## src/rtl/pixel_stream_sink.sv

```systemverilog
// pixel_stream_sink
// Accepts a raster pixel stream, writes each pixel to a framebuffer at
// y*H_RES+x, tracks framing against the parameter geometry, and keeps a
// per-frame rotating XOR checksum plus frame and framing-error counters.
module pixel_stream_sink #(
   parameter int H_RES      = 640,
   parameter int V_RES      = 480,
   parameter int RGB_SIZE   = 24,
   parameter int ADDR_WIDTH = 19
) (
   input  logic                  clk,
   input  logic                  reset,
   input  logic                  en,
   input  logic                  stall,
   input  logic [7:0]            r,
   input  logic [7:0]            g,
   input  logic [7:0]            b,
   input  logic                  valid,
   input  logic                  first,
   input  logic                  last_x,
   input  logic                  last_y,
   output logic                  ready,
   output logic                  fb_we,
   output logic [ADDR_WIDTH-1:0] fb_addr,
   output logic [RGB_SIZE-1:0]   fb_data,
   output logic                  frame_done,
   output logic [31:0]           checksum,
   output logic [15:0]           frame_count,
   output logic                  err_sof,
   output logic                  err_eol,
   output logic                  err_eof,
   output logic [15:0]           err_count
);

   localparam int XW = (H_RES > 1) ? $clog2(H_RES) : 1;
   localparam int YW = (V_RES > 1) ? $clog2(V_RES) : 1;

   typedef enum logic [0:0] {
      SYNC = 1'b0,
      RECV = 1'b1
   } state_t;

   // One checksum step: rotate left by one, then fold in the pixel.
   function automatic logic [31:0] csum_step(input logic [31:0] c, input logic [23:0] pix);
      return {c[30:0], c[31]} ^ {8'h00, pix};
   endfunction

   state_t                  state_r;
   logic [XW-1:0]           x_r;
   logic [YW-1:0]           y_r;
   logic [31:0]             csum_r;

   logic                    fb_we_r;
   logic [ADDR_WIDTH-1:0]   fb_addr_r;
   logic [RGB_SIZE-1:0]     fb_data_r;
   logic                    frame_done_r;
   logic [31:0]             checksum_r;
   logic [15:0]             frame_count_r;
   logic                    err_sof_r;
   logic                    err_eol_r;
   logic                    err_eof_r;
   logic [15:0]             err_count_r;

   logic                    accept_s;
   logic                    write_s;
   logic [XW-1:0]           px_s;
   logic [YW-1:0]           py_s;
   logic                    sof_s;
   logic                    eol_s;
   logic                    eof_s;
   logic                    last_x_pos_s;
   logic                    last_pos_s;
   logic [31:0]             base_s;
   logic [31:0]             csum_new_s;
   logic [ADDR_WIDTH-1:0]   addr_s;
   logic [1:0]              err_inc_s;
   logic [16:0]             err_sum_s;
   logic [15:0]             err_sat_s;

   assign ready    = en & ~stall & ~reset;
   assign accept_s = valid & ready;

   // Resolve the write position, frame-start restart and framing errors for this beat.
   always_comb begin
      write_s = 1'b0;
      px_s    = '0;
      py_s    = '0;
      sof_s   = 1'b0;
      base_s  = csum_r;
      if (accept_s) begin
         case (state_r)
            SYNC: begin
               if (first) begin
                  write_s = 1'b1;
                  base_s  = 32'h0000_0000;
               end else begin
                  write_s = 1'b0;
               end
            end
            RECV: begin
               write_s = 1'b1;
               if (first) begin
                  // A new frame start always resynchronises to the origin.
                  sof_s  = ~((x_r == '0) && (y_r == '0));
                  base_s = 32'h0000_0000;
               end else begin
                  px_s = x_r;
                  py_s = y_r;
               end
            end
            default: begin
               write_s = 1'b0;
            end
         endcase
      end else begin
         write_s = 1'b0;
      end

      last_x_pos_s = (px_s == XW'(H_RES - 1));
      last_pos_s   = last_x_pos_s && (py_s == YW'(V_RES - 1));
      eol_s        = write_s & (last_x != last_x_pos_s);
      eof_s        = write_s & (last_y != last_pos_s);
      csum_new_s   = csum_step(base_s, {b, g, r});
      addr_s       = ADDR_WIDTH'(py_s) * ADDR_WIDTH'(H_RES) + ADDR_WIDTH'(px_s);
      err_inc_s    = {1'b0, sof_s} + {1'b0, eol_s} + {1'b0, eof_s};
      err_sum_s    = {1'b0, err_count_r} + {15'd0, err_inc_s};
      err_sat_s    = err_sum_s[16] ? 16'hFFFF : err_sum_s[15:0];
   end

   // Frame FSM, position counters, checksum and registered framebuffer/status outputs.
   always_ff @(posedge clk) begin
      if (reset) begin
         state_r       <= SYNC;
         x_r           <= '0;
         y_r           <= '0;
         csum_r        <= 32'h0000_0000;
         fb_we_r       <= 1'b0;
         fb_addr_r     <= '0;
         fb_data_r     <= '0;
         frame_done_r  <= 1'b0;
         checksum_r    <= 32'h0000_0000;
         frame_count_r <= 16'h0000;
         err_sof_r     <= 1'b0;
         err_eol_r     <= 1'b0;
         err_eof_r     <= 1'b0;
         err_count_r   <= 16'h0000;
      end else begin
         fb_we_r      <= write_s;
         frame_done_r <= 1'b0;
         err_sof_r    <= sof_s;
         err_eol_r    <= eol_s;
         err_eof_r    <= eof_s;
         if (write_s) begin
            fb_addr_r   <= addr_s;
            fb_data_r   <= RGB_SIZE'({b, g, r});
            err_count_r <= err_sat_s;
            csum_r      <= csum_new_s;
            if (last_pos_s) begin
               // Final pixel position closes the frame whatever last_y says.
               state_r       <= SYNC;
               x_r           <= '0;
               y_r           <= '0;
               checksum_r    <= csum_new_s;
               frame_count_r <= frame_count_r + 16'd1;
               frame_done_r  <= 1'b1;
            end else begin
               state_r <= RECV;
               if (last_x_pos_s) begin
                  x_r <= '0;
                  y_r <= py_s + YW'(1);
               end else begin
                  x_r <= px_s + XW'(1);
                  y_r <= py_s;
               end
            end
         end
      end
   end

   assign fb_we       = fb_we_r;
   assign fb_addr     = fb_addr_r;
   assign fb_data     = fb_data_r;
   assign frame_done  = frame_done_r;
   assign checksum    = checksum_r;
   assign frame_count = frame_count_r;
   assign err_sof     = err_sof_r;
   assign err_eol     = err_eol_r;
   assign err_eof     = err_eof_r;
   assign err_count   = err_count_r;

endmodule

```

## config.mk

```make
export PLATFORM = sky130hd
export DESIGN_NAME = pixel_stream_sink
export DESIGN_NICKNAME = d
export VERILOG_FILES = /design/src/rtl/pixel_stream_sink.sv
export SDC_FILE = /design/constraint.sdc
export NUM_CORES = 1
export LEC_CHECK = 0
export BUFFER_PORTS_ARGS = -buffer_cell sky130_fd_sc_hd__buf_2
export CAP_MARGIN = 20
export CELL_PAD_IN_SITES_DETAIL_PLACEMENT = 1
export CELL_PAD_IN_SITES_GLOBAL_PLACEMENT = 2
export CORE_MARGIN = 5
export CORE_UTILIZATION = 33
export CTS_CLUSTER_SIZE = 10
export DETAILED_ROUTE_END_ITERATION = 8
export GPL_TIMING_DRIVEN = 0
export PLACE_DENSITY = 0.77
export SKIP_LAST_GASP = 1
export SLEW_MARGIN = 40
export SYNTH_ARGS = -nofsm -noshare
export SYNTH_HDL_FRONTEND = slang
export SYNTH_SLANG_ARGS = --single-unit
```

## constraint.sdc

```tcl
create_clock -name clk -period 7 [get_ports clk]
set_input_delay 1.05 -clock clk [delete_from_list [all_inputs] [get_ports clk]]
set_output_delay 1.05 -clock clk [all_outputs]
set_load 0.01 [all_outputs]
```

=== Word-level counts from Yosys, hierarchy flattened ===
Index checks and enable logic that the tools add are counted.

* Flip-flop bits (word level): 164
* Logic and storage cells: 64

* Add/subtract/negate cells: 7
* Multipliers: 1
* Equal/unequal tests: 4
* Mux-type cells: 21
* Bitwise operators: 11
* Reductions and logical operators: 6

{| class="wikitable"
|+ Operators by type and width
! cell !! count
|-
| $mux 32 || 2
|-
| $mux 10 || 5
|-
| $mux 9 || 5
|-
| $xor 32x24->32 || 1
|-
| $add 19x10->19 || 1
|-
| $add 16x2->17 || 1
|-
| $add 16x1->16 const B || 1
|-
| $mux 16 || 1
|-
| $mul 9x3->12 const B || 1
|-
| $add 10x1->10 const B || 1
|-
| $eq 10x10->1 const B || 1
|-
| $logic_not 10->1 || 1
|-
| $add 9x1->9 const B || 1
|-
| $eq 9x9->1 const B || 1
|-
| $logic_not 9->1 || 1
|-
| $mux 1 || 7
|-
| $and 1x1->1 || 5
|-
| $not 1->1 || 5
|-
| $add 1x1->2 || 1
|-
| $add 2x1->2 || 1
|-
| $logic_and 1x1->1 || 2
|-
| $ne 1x1->1 || 2
|-
| $pmux 1 s2 || 1
|-
| $reduce_and 2->1 || 1
|-
| $reduce_or 2->1 || 1
|}

=== Logic depth before layout (Yosys ltp) ===
Gate-level depths: netlist (run 1).

* Word-level depth: 12
* Gate-level depth with buffers: 24

=== Worst setup path after synthesis (run 1) ===
Ideal clock, no wire load.

* Path kind: in2reg
* Start point: in first
* End point: reg err_count_r[15], in the netlist err_count[15]
* Arrival time: 6.140 ns
* Required time: 6.914 ns
* Path slack: 0.775 ns
* Stages: 24
* Path buffers: 6
* Cell sequence: buf_6 > nor2b_4 > clkbuf_1 > and2_1 > clkbuf_1 > nand2_1 > inv_1 > ha_1 > nand3_1 > a2111oi_4 > nand4_4 > or3_1 > buf_2 > buf_2 > buf_1 > mux2i_1 > fa_1 > ha_1 > fa_1 > nand2_1 > nor3_1 > nand2_1 > and4_1 > a211oi_1

* Longest elaborated chain between the ends: 10

{| class="wikitable"
|+ RTL lines
! what !! RTL line !! RTL
|-
| from (decl) || 19 || <nowiki>input logic first,</nowiki>
|-
| $mux 10 / $mux 9 (equally long branches) || 102 || <nowiki>if (first) begin</nowiki>
|-
| $mux 10 / $mux 9 (equally long branches) || 91 || <nowiki>case (state_r)</nowiki>
|-
| $mux 10 / $mux 9 (equally long branches) || 90 || <nowiki>if (accept_s) begin</nowiki>
|-
| $eq 10x10->1 / $eq 9x9->1 (equally long branches) || 119, 120 ||
|-
| $logic_and 1x1->1 || 120 || <nowiki>last_pos_s = last_x_pos_s && (py_s == YW'(V_RES - 1));</nowiki>
|-
| $ne 1x1->1 || 122 || <nowiki>eof_s = write_s & (last_y != last_pos_s);</nowiki>
|-
| $and 1x1->1 (*) || 122 ||
|-
| via eof_s || 70 || <nowiki>logic eof_s;</nowiki>
|-
| $add 2x1->2 (*) || 125 || <nowiki>err_inc_s = {1'b0, sof_s} + {1'b0, eol_s} + {1'b0, eof_s};</nowiki>
|-
| $add 16x2->17 (*) || 126 || <nowiki>err_sum_s = {1'b0, err_count_r} + {15'd0, err_inc_s};</nowiki>
|-
| $mux 16 (*) || 127 || <nowiki>err_sat_s = err_sum_s[16] ? 16'hFFFF : err_sum_s[15:0];</nowiki>
|-
| to (signal assigned) || 156 || <nowiki>err_count_r <= err_sat_s;</nowiki>
|-
| to (decl) || 62 || <nowiki>logic [15:0] err_count_r;</nowiki>
|}

Mark *: on every way through the listed nets, which the timed path passes. The rest lies on a longest branch.
A chain may end at the register's enable or synchronous reset.

=== Worst setup path after layout (run 1) ===
* Start point: in reset
* End point: reg err_count_r[15], in the netlist err_count[15]

* Longest elaborated chain between the ends: 11

{| class="wikitable"
|+ RTL lines
! what !! RTL line !! RTL
|-
| from (decl) || 12 || <nowiki>input logic reset,</nowiki>
|-
| $not 1->1 (*) || 80 || <nowiki>assign ready = en & ~stall & ~reset;</nowiki>
|-
| $and 1x1->1 (*) || 80 ||
|-
| $and 1x1->1 (*) || 81 || <nowiki>assign accept_s = valid & ready;</nowiki>
|-
| $mux 10 / $mux 9 (equally long branches) || 90 ||
|-
| $eq 10x10->1 / $eq 9x9->1 (equally long branches) || 119, 120 ||
|-
| $logic_and 1x1->1 || 120 ||
|-
| $ne 1x1->1 || 122 ||
|-
| $and 1x1->1 (*) || 122 ||
|-
| via eof_s || 70 ||
|-
| $add 2x1->2 (*) || 125 ||
|-
| $add 16x2->17 (*) || 126 ||
|-
| $mux 16 (*) || 127 ||
|}

Marks and branches as above.

==> impl_metrics.ini, run 1 <==
[route]
ant_nets = 0
num_vias = 7115
drc_errors = 0
drt_iter0_markers = 308
drt_pass1_iterations = 6
routed_wirelength_microns = 26240
via_per_inst = 5.205
routedWlPerCell_microns = 19.19

[finish]
final_common_cell = dfxtp_1
nFillCells = 2746
finalNetCount = 1127
n_antenna_cell = 0
syn_to_final_growth_pct = 22.06
final_cell_mix = 164 x dfxtp_1, 148 x buf_2, 140 x nand2_1, 100 x nor2_1, 74 x a21oi_1
multi_input_area_sq_um = 4024
layout-drive-gt1-share_pct = 19.22
final_area_sq_um = 9283
regArea_sq_um = 3283

[global_routing]
grt-ovfl-total = 0
grt_antenna_before_repair = 1
grt.met1_usage_pct = 27.86
use_met3_pct = 4.390
grt_max_degree = 19
gr-usage-met2_pct = 31.96
grtUsageTotal_pct = 20.13
grt_pass1_vias = 7379
grt-busiest-layer = met2
grt_pass1_wl_microns = 41610

[clock_network]
cts_tree = yes
ctsLongestPathBuffers = 2
cts.reportedPaths.clkPinSlew_ns = 0.08
htreeDepth = 4
cts-hold-fix-buffers = 0
clockRootBuffer = clkbuf_16
numCtsBuffers = 17
postCtsSetupBuffers = 0
clock_latency_ns = 0.44
numClockSinks = 164

[power]
p_switching_uw = 527.4
power_frac_seq_pct = 47.6
p_total_mw = 1.981
clock_power_share_pct = 48.2
leakagePower_nw = 3.778
p_comb_share_pct = 4.3
vdd_drop_max_mv = 0.1463
p_int_mw = 1.454
swShare_pct = 26.63
powerDensity_nw_per_um2 = 213.4

[die]
die_h_microns = 161.8
core_sq_um = 22640
rows = 55
die_x_microns = 161.8
die_area_sq_um = 26180
start_util_pct = 33.59
ios = 145

[place]
dp_hpwl_microns = 19540
gp_congestion = 0.8119
place_area_sq_um = 8682
portBuffers = 143

[worst_setup_path]
arrival_ns = 6.89
cpPeakStageDelay_ns = 0.51
crit_slowest_cell = fa_1
path_common_cell = buf_2
cp_max_fo = 10
critPathTopFamily = simple AND/OR/NAND/NOR gates
end_kind = flop
cp-start-kind = input port
critPathKind = input port to flop
startpoint = reset
worstPathRequired_ns = 7.35
worstPathCellList = buf_2, and4bb_2, clkbuf_2, clkbuf_2, and3_1, ha_1, nand3_1, a2111oi_4, nand4_4, or3_1, buf_2, buf_2, buf_1, mux2i_1, fa_1, ha_1, fa_1, nand2_1, nor3_4, nand2_2, and4_1, a211oi_1
reg2reg_from = state_r$_SDFFE_PP0P_
path_buf_inv = 6

[sta]
slew-limit-headroom_pct = 44.98
min_period_ns = 6.545
worstMarginPinSlew_ns = 0.8252
setup-violations-final = 0
finalHoldViolCount = 0
fmax_ghz = 0.1528
fin_crit_sh_pct = 93.50
rsz0062_at_grt = false
tns_ns = 0
finClkSkew_ns = 0.01746
maxSlewViolCount = 0

[synthesis]
synthesis.nets = 966
seq_area_frac_synth_pct = 43.17
postSynthCellCount = 908
yosys_warnings = 0
synth_edf_count = 0
synth-seq-cells = 164
synthesis.area_sq_um = 7605
synth_flop_cell = dfxtp_1
ys_types = 65
avgSynthCellArea_sq_um = 8.375
synth-async-reset-ratio_pct = 0

[run_status]
status = completed

[hold_path]
hold_path.class = flop to flop
min_from = checksum[29]$_SDFFE_PP0P_

[flow_run]
drv_cap = 0
[power groups by stage]
stage          Sequential, mW  Clock [mW]  Combinational, mW
2_1_floorplan           0.966           0             0.0430
3_3_place_gp            0.964           0             0.0849
3_5_place_dp            0.965           0             0.0852
4_1_cts                 0.943       0.969             0.0855
5_1_grt                 0.944        1.02             0.0932
6_report                0.943       0.954             0.0843
[path summary, 6_finish.rpt]
check	end	slack (ns)	cells after the start
worst min register to register	checksum[29]$_SDFFE_PP0P_	0.45	2
worst max-delay path	err_count[15]$_SDFFE_PP0P_	0.46	22
worst max register to register	err_count[15]$_SDFFE_PP0P_	0.71	22
worst min-delay path	checksum[29]$_SDFFE_PP0P_	0.45	2
[per-stage QoR]
step / instances / hold WS, ns / util (%) / setup WS, ns
final: 1367 / 0.4480 / 41.00 / 0.4551
after detailed placement: 1336 / 0.4434 / 38.35 / -0.8446
after CTS: 1367 / 0.4517 / 40.95 / 0.08385
after global placement: 1336 / 0.4369 / 38.33 / -0.8435
after global routing: 1367 / 0.4730 / 41.00 / 0.08254
after floorplan: 908 / 0.4366 / - / 0.7746
[metal layers]
| metal | share of wire, % | up-vias | wire length, microns |
|---|---|---|---|
| li1 | - | 3513 | - |
| met1 | 48 | 3420 | 12510 |
| met2 | 45 | 153 | 11800 |
| met3 | 5.9 | 27 | 1536 |
| met4 | 1.5 | 2 | 382 |
| met5 | 0.042 | - | 11 |
[worst register-to-register path: cells and delay by family, from the launching register on]
family	cells	cell delay (ns)
buffers and inverters	6	1.59
flip-flops	1	0.31
adder cells (fa/ha/maj)	4	1.20
AO/OA/AOI/OAI	2	0.63
AND/OR/NAND/NOR	9	2.26
multiplexers	1	0.22
[cell usage after synthesis (all sizes together), types with 13 or more instances]
| master | count | area, sq um |
|---|---|---|
| dfxtp | 164 | 3283 |
| clkbuf | 45 | 168.9 |
| nor3 | 21 | 105.1 |
| nor2 | 100 | 375.4 |
| nor4 | 13 | 81.33 |
| ha | 22 | 275.3 |
| inv | 17 | 63.81 |
| a211oi | 56 | 420.4 |
| buf | 13 | 81.33 |
| and3 | 22 | 137.6 |
| o21ai | 17 | 85.08 |
| xnor2 | 20 | 175.2 |
| nand2 | 141 | 529.3 |
| a21oi | 74 | 370.4 |
| nand3 | 37 | 185.2 |
| xor2 | 34 | 297.8 |
[area by class of cell]
type / instances / area share, %
plain buffers: 57 / 2.696
clock buffers: 18 / 4.731
clock inverters: 14 / 1.577
inverters: 18 / 0.7279
multi-input cells: 668 / 43.35
flip-flops and latches: 164 / 35.37
well taps: 285 / 3.841
repair buffers: 143 / 7.710
[what timing repair did]
action                                  CTS  global route
endpoints found under the hold margin     0             0
gates resized for setup                   2             5
cloned                                    0             0
endpoints found under the setup margin    9             9
[flip-flops by register name, indices dropped and copies added (netlist names), 9 cells and up]
register and cells:
checksum 32, csum_r 32, fb_data 24, fb_addr 19, err_count 16, frame_count 16, x_r 10, y_r 9
[kinds of logic after synthesis]
| family | count (synthesis) | synth area share (%) |
|---|---|---|
| and+or+nand+nor | 389 | 24.04 |
| AOI/OAI and AO/OA | 187 | 15.99 |
| DFF | 164 | 43.17 |
| buffers and inverters | 76 | 4.179 |
| xor gates and xnor gates | 54 | 6.219 |
| adders and majority gates | 26 | 4.673 |
| muxes | 12 | 1.727 |
No activity file was read; power rests on OpenSTA's default activity.
==> run 2, diff against run 1 <==
CORE_UTILIZATION = 34   (was 33)
CTS_BUF_LIST = sky130_fd_sc_hd__clkbuf_4 sky130_fd_sc_hd__clkbuf_8   (was unset)
PLACE_DENSITY = 0.79   (was 0.77)
==> impl_metrics.ini, run 2 (synthesis gave the netlist of run 1 again) <==
[run_status]
status = completed

[place]
portBuffers = 143
dp_hpwl_microns = 19320
gp_congestion = 0.8311
place_inst = 1331
place_area_sq_um = 8676

[hold_path]
whs_path_depth = 2
min_from = checksum[27]$_SDFFE_PP0P_
hold_path.class = flop to flop

[worst_setup_path]
cp_max_fo = 19
path_common_cell = buf_2
startpoint = reset
cp-start-kind = input port
critPathTopFamily = simple AND/OR/NAND/NOR gates
crit_cells = 21
cpPeakStageDelay_ns = 0.50
rr_worst_depth = 21
crit_slowest_cell = fa_1
worstPathRequired_ns = 7.38
reg2reg_from = state_r$_SDFFE_PP0P_
worstPathCellList = buf_2, and4bb_2, clkbuf_2, clkbuf_2, and3_1, ha_1, nand3_1, a2111oi_4, nand4_4, or3_1, buf_2, buf_2, mux2i_1, fa_1, ha_1, fa_1, nand2_1, nor3_4, nand2_1, and4_1, a211oi_1
ff2ff_setup_slack_ns = 0.79
critPathKind = input port to flop
arrival_ns = 6.80
end_kind = flop
path_buf_inv = 5

[finish]
layout-drive-gt1-share_pct = 19.06
final_area_sq_um = 9064
stdcell_count = 1361
regArea_sq_um = 3283
n_antenna_cell = 0
syn_to_final_growth_pct = 19.18
multi_input_area_sq_um = 4021
final_cell_mix = 164 x dfxtp_1, 148 x buf_2, 141 x nand2_1, 100 x nor2_1, 74 x a21oi_1
finalNetCount = 1126
nFillCells = 2700
final_common_cell = dfxtp_1

[route]
via_per_inst = 5.314
num_vias = 7232
routedWlPerCell_microns = 18.99
drt_pass1_iterations = 5
routed_wirelength_microns = 25840
ant_nets = 0
drt_iter0_markers = 315
drc_errors = 0

[clock_network]
numClockSinks = 164
numCtsBuffers = 17
clockRootBuffer = clkbuf_8
cts-hold-fix-buffers = 0
cts_tree = yes
cts.reportedPaths.clkPinSlew_ns = 0.10
ctsLongestPathBuffers = 2
htreeDepth = 4
clock_latency_ns = 0.46

[global_routing]
grt_pass1_vias = 7386
grt_pass1_wl_microns = 41280
grt_antenna_before_repair = 0
grt_max_degree = 17
grt-ovfl-total = 0
grtUsageTotal_pct = 20.02

[flow_run]
drv_cap = 0

[die]
core_sq_um = 21890
rows = 54
start_util_pct = 34.74
ios = 145
die_h_microns = 159.6
die_area_sq_um = 25460
die_x_microns = 159.6

[sta]
fmax_ghz = 0.1556
rsz0062_at_grt = false
worstMarginPinSlew_ns = 0.8238
slew-limit-headroom_pct = 44.94
finClkSkew_ns = 0.02083
fin_crit_sh_pct = 91.82
setup-violations-final = 0
maxSlewViolCount = 0
finalHoldViolCount = 0
min_period_ns = 6.428

[power]
p_total_mw = 1.707
vdd_drop_max_mv = 0.09859
powerDensity_nw_per_um2 = 188.3
leakagePower_nw = 3.671
-- run 2: timing repair --
action                                  in CTS  in global routing
endpoints found under the setup margin       9                 10
setup buffers                                0                  0
gates resized for setup                      2                  4
-- run 2: report_power, final --
group          switching [mW]  internal [mW]
clock                   0.390          0.291
combinational          0.0586         0.0253
sequential            0.00379          0.939
total                   0.452           1.25
-- run 2: tightest hold or removal path: stages, from the launching register on --
cell     delay [ns]
dfxtp_1        0.31
nand2_1        0.05
a21oi_1        0.05
-- run 2: per-layer routing --
metal | up-vias | routed length [microns] | global-route usage [%]
met5 | - | 0 | 0
met4 | 0 | 235 | 3.877
met3 | 17 | 1483 | 5.643
met2 | 170 | 11570 | 31.47
met1 | 3546 | 12560 | 27.69
li1 | 3499 | - | -
-- run 2: worst paths after layout --
path	endpoint
worst max-delay path	err_count[15]$_SDFFE_PP0P_
worst min-delay path	checksum[27]$_SDFFE_PP0P_
worst max register to register	err_count[15]$_SDFFE_PP0P_
worst min register to register	checksum[27]$_SDFFE_PP0P_
-- run 2: final cells by class --
| class | count | share of cell area (%) |
|---|---|---|
| plain buffers | 56 | 2.706 |
| repair buffers | 143 | 7.896 |
| inverters | 18 | 0.7454 |
| clock buffers | 21 | 3.189 |
| clock inverters | 11 | 1.008 |
| multi-input cells | 668 | 44.37 |
| flip-flops and latches | 164 | 36.22 |
| well taps | 280 | 3.865 |
-- run 2: stage by stage --
step	TNS, ns	utilization [%]	hold WS, ns	setup WS [ns]
floorplan	0	-	0.4366	0.7746
finish	0	41.40	0.4517	0.5725
CTS	0	41.38	0.4540	0.08128
global placement	-6.298	39.61	0.4361	-0.8441
detailed placement	-6.386	39.63	0.4416	-0.8528
global route	0	41.40	0.4763	0.2616
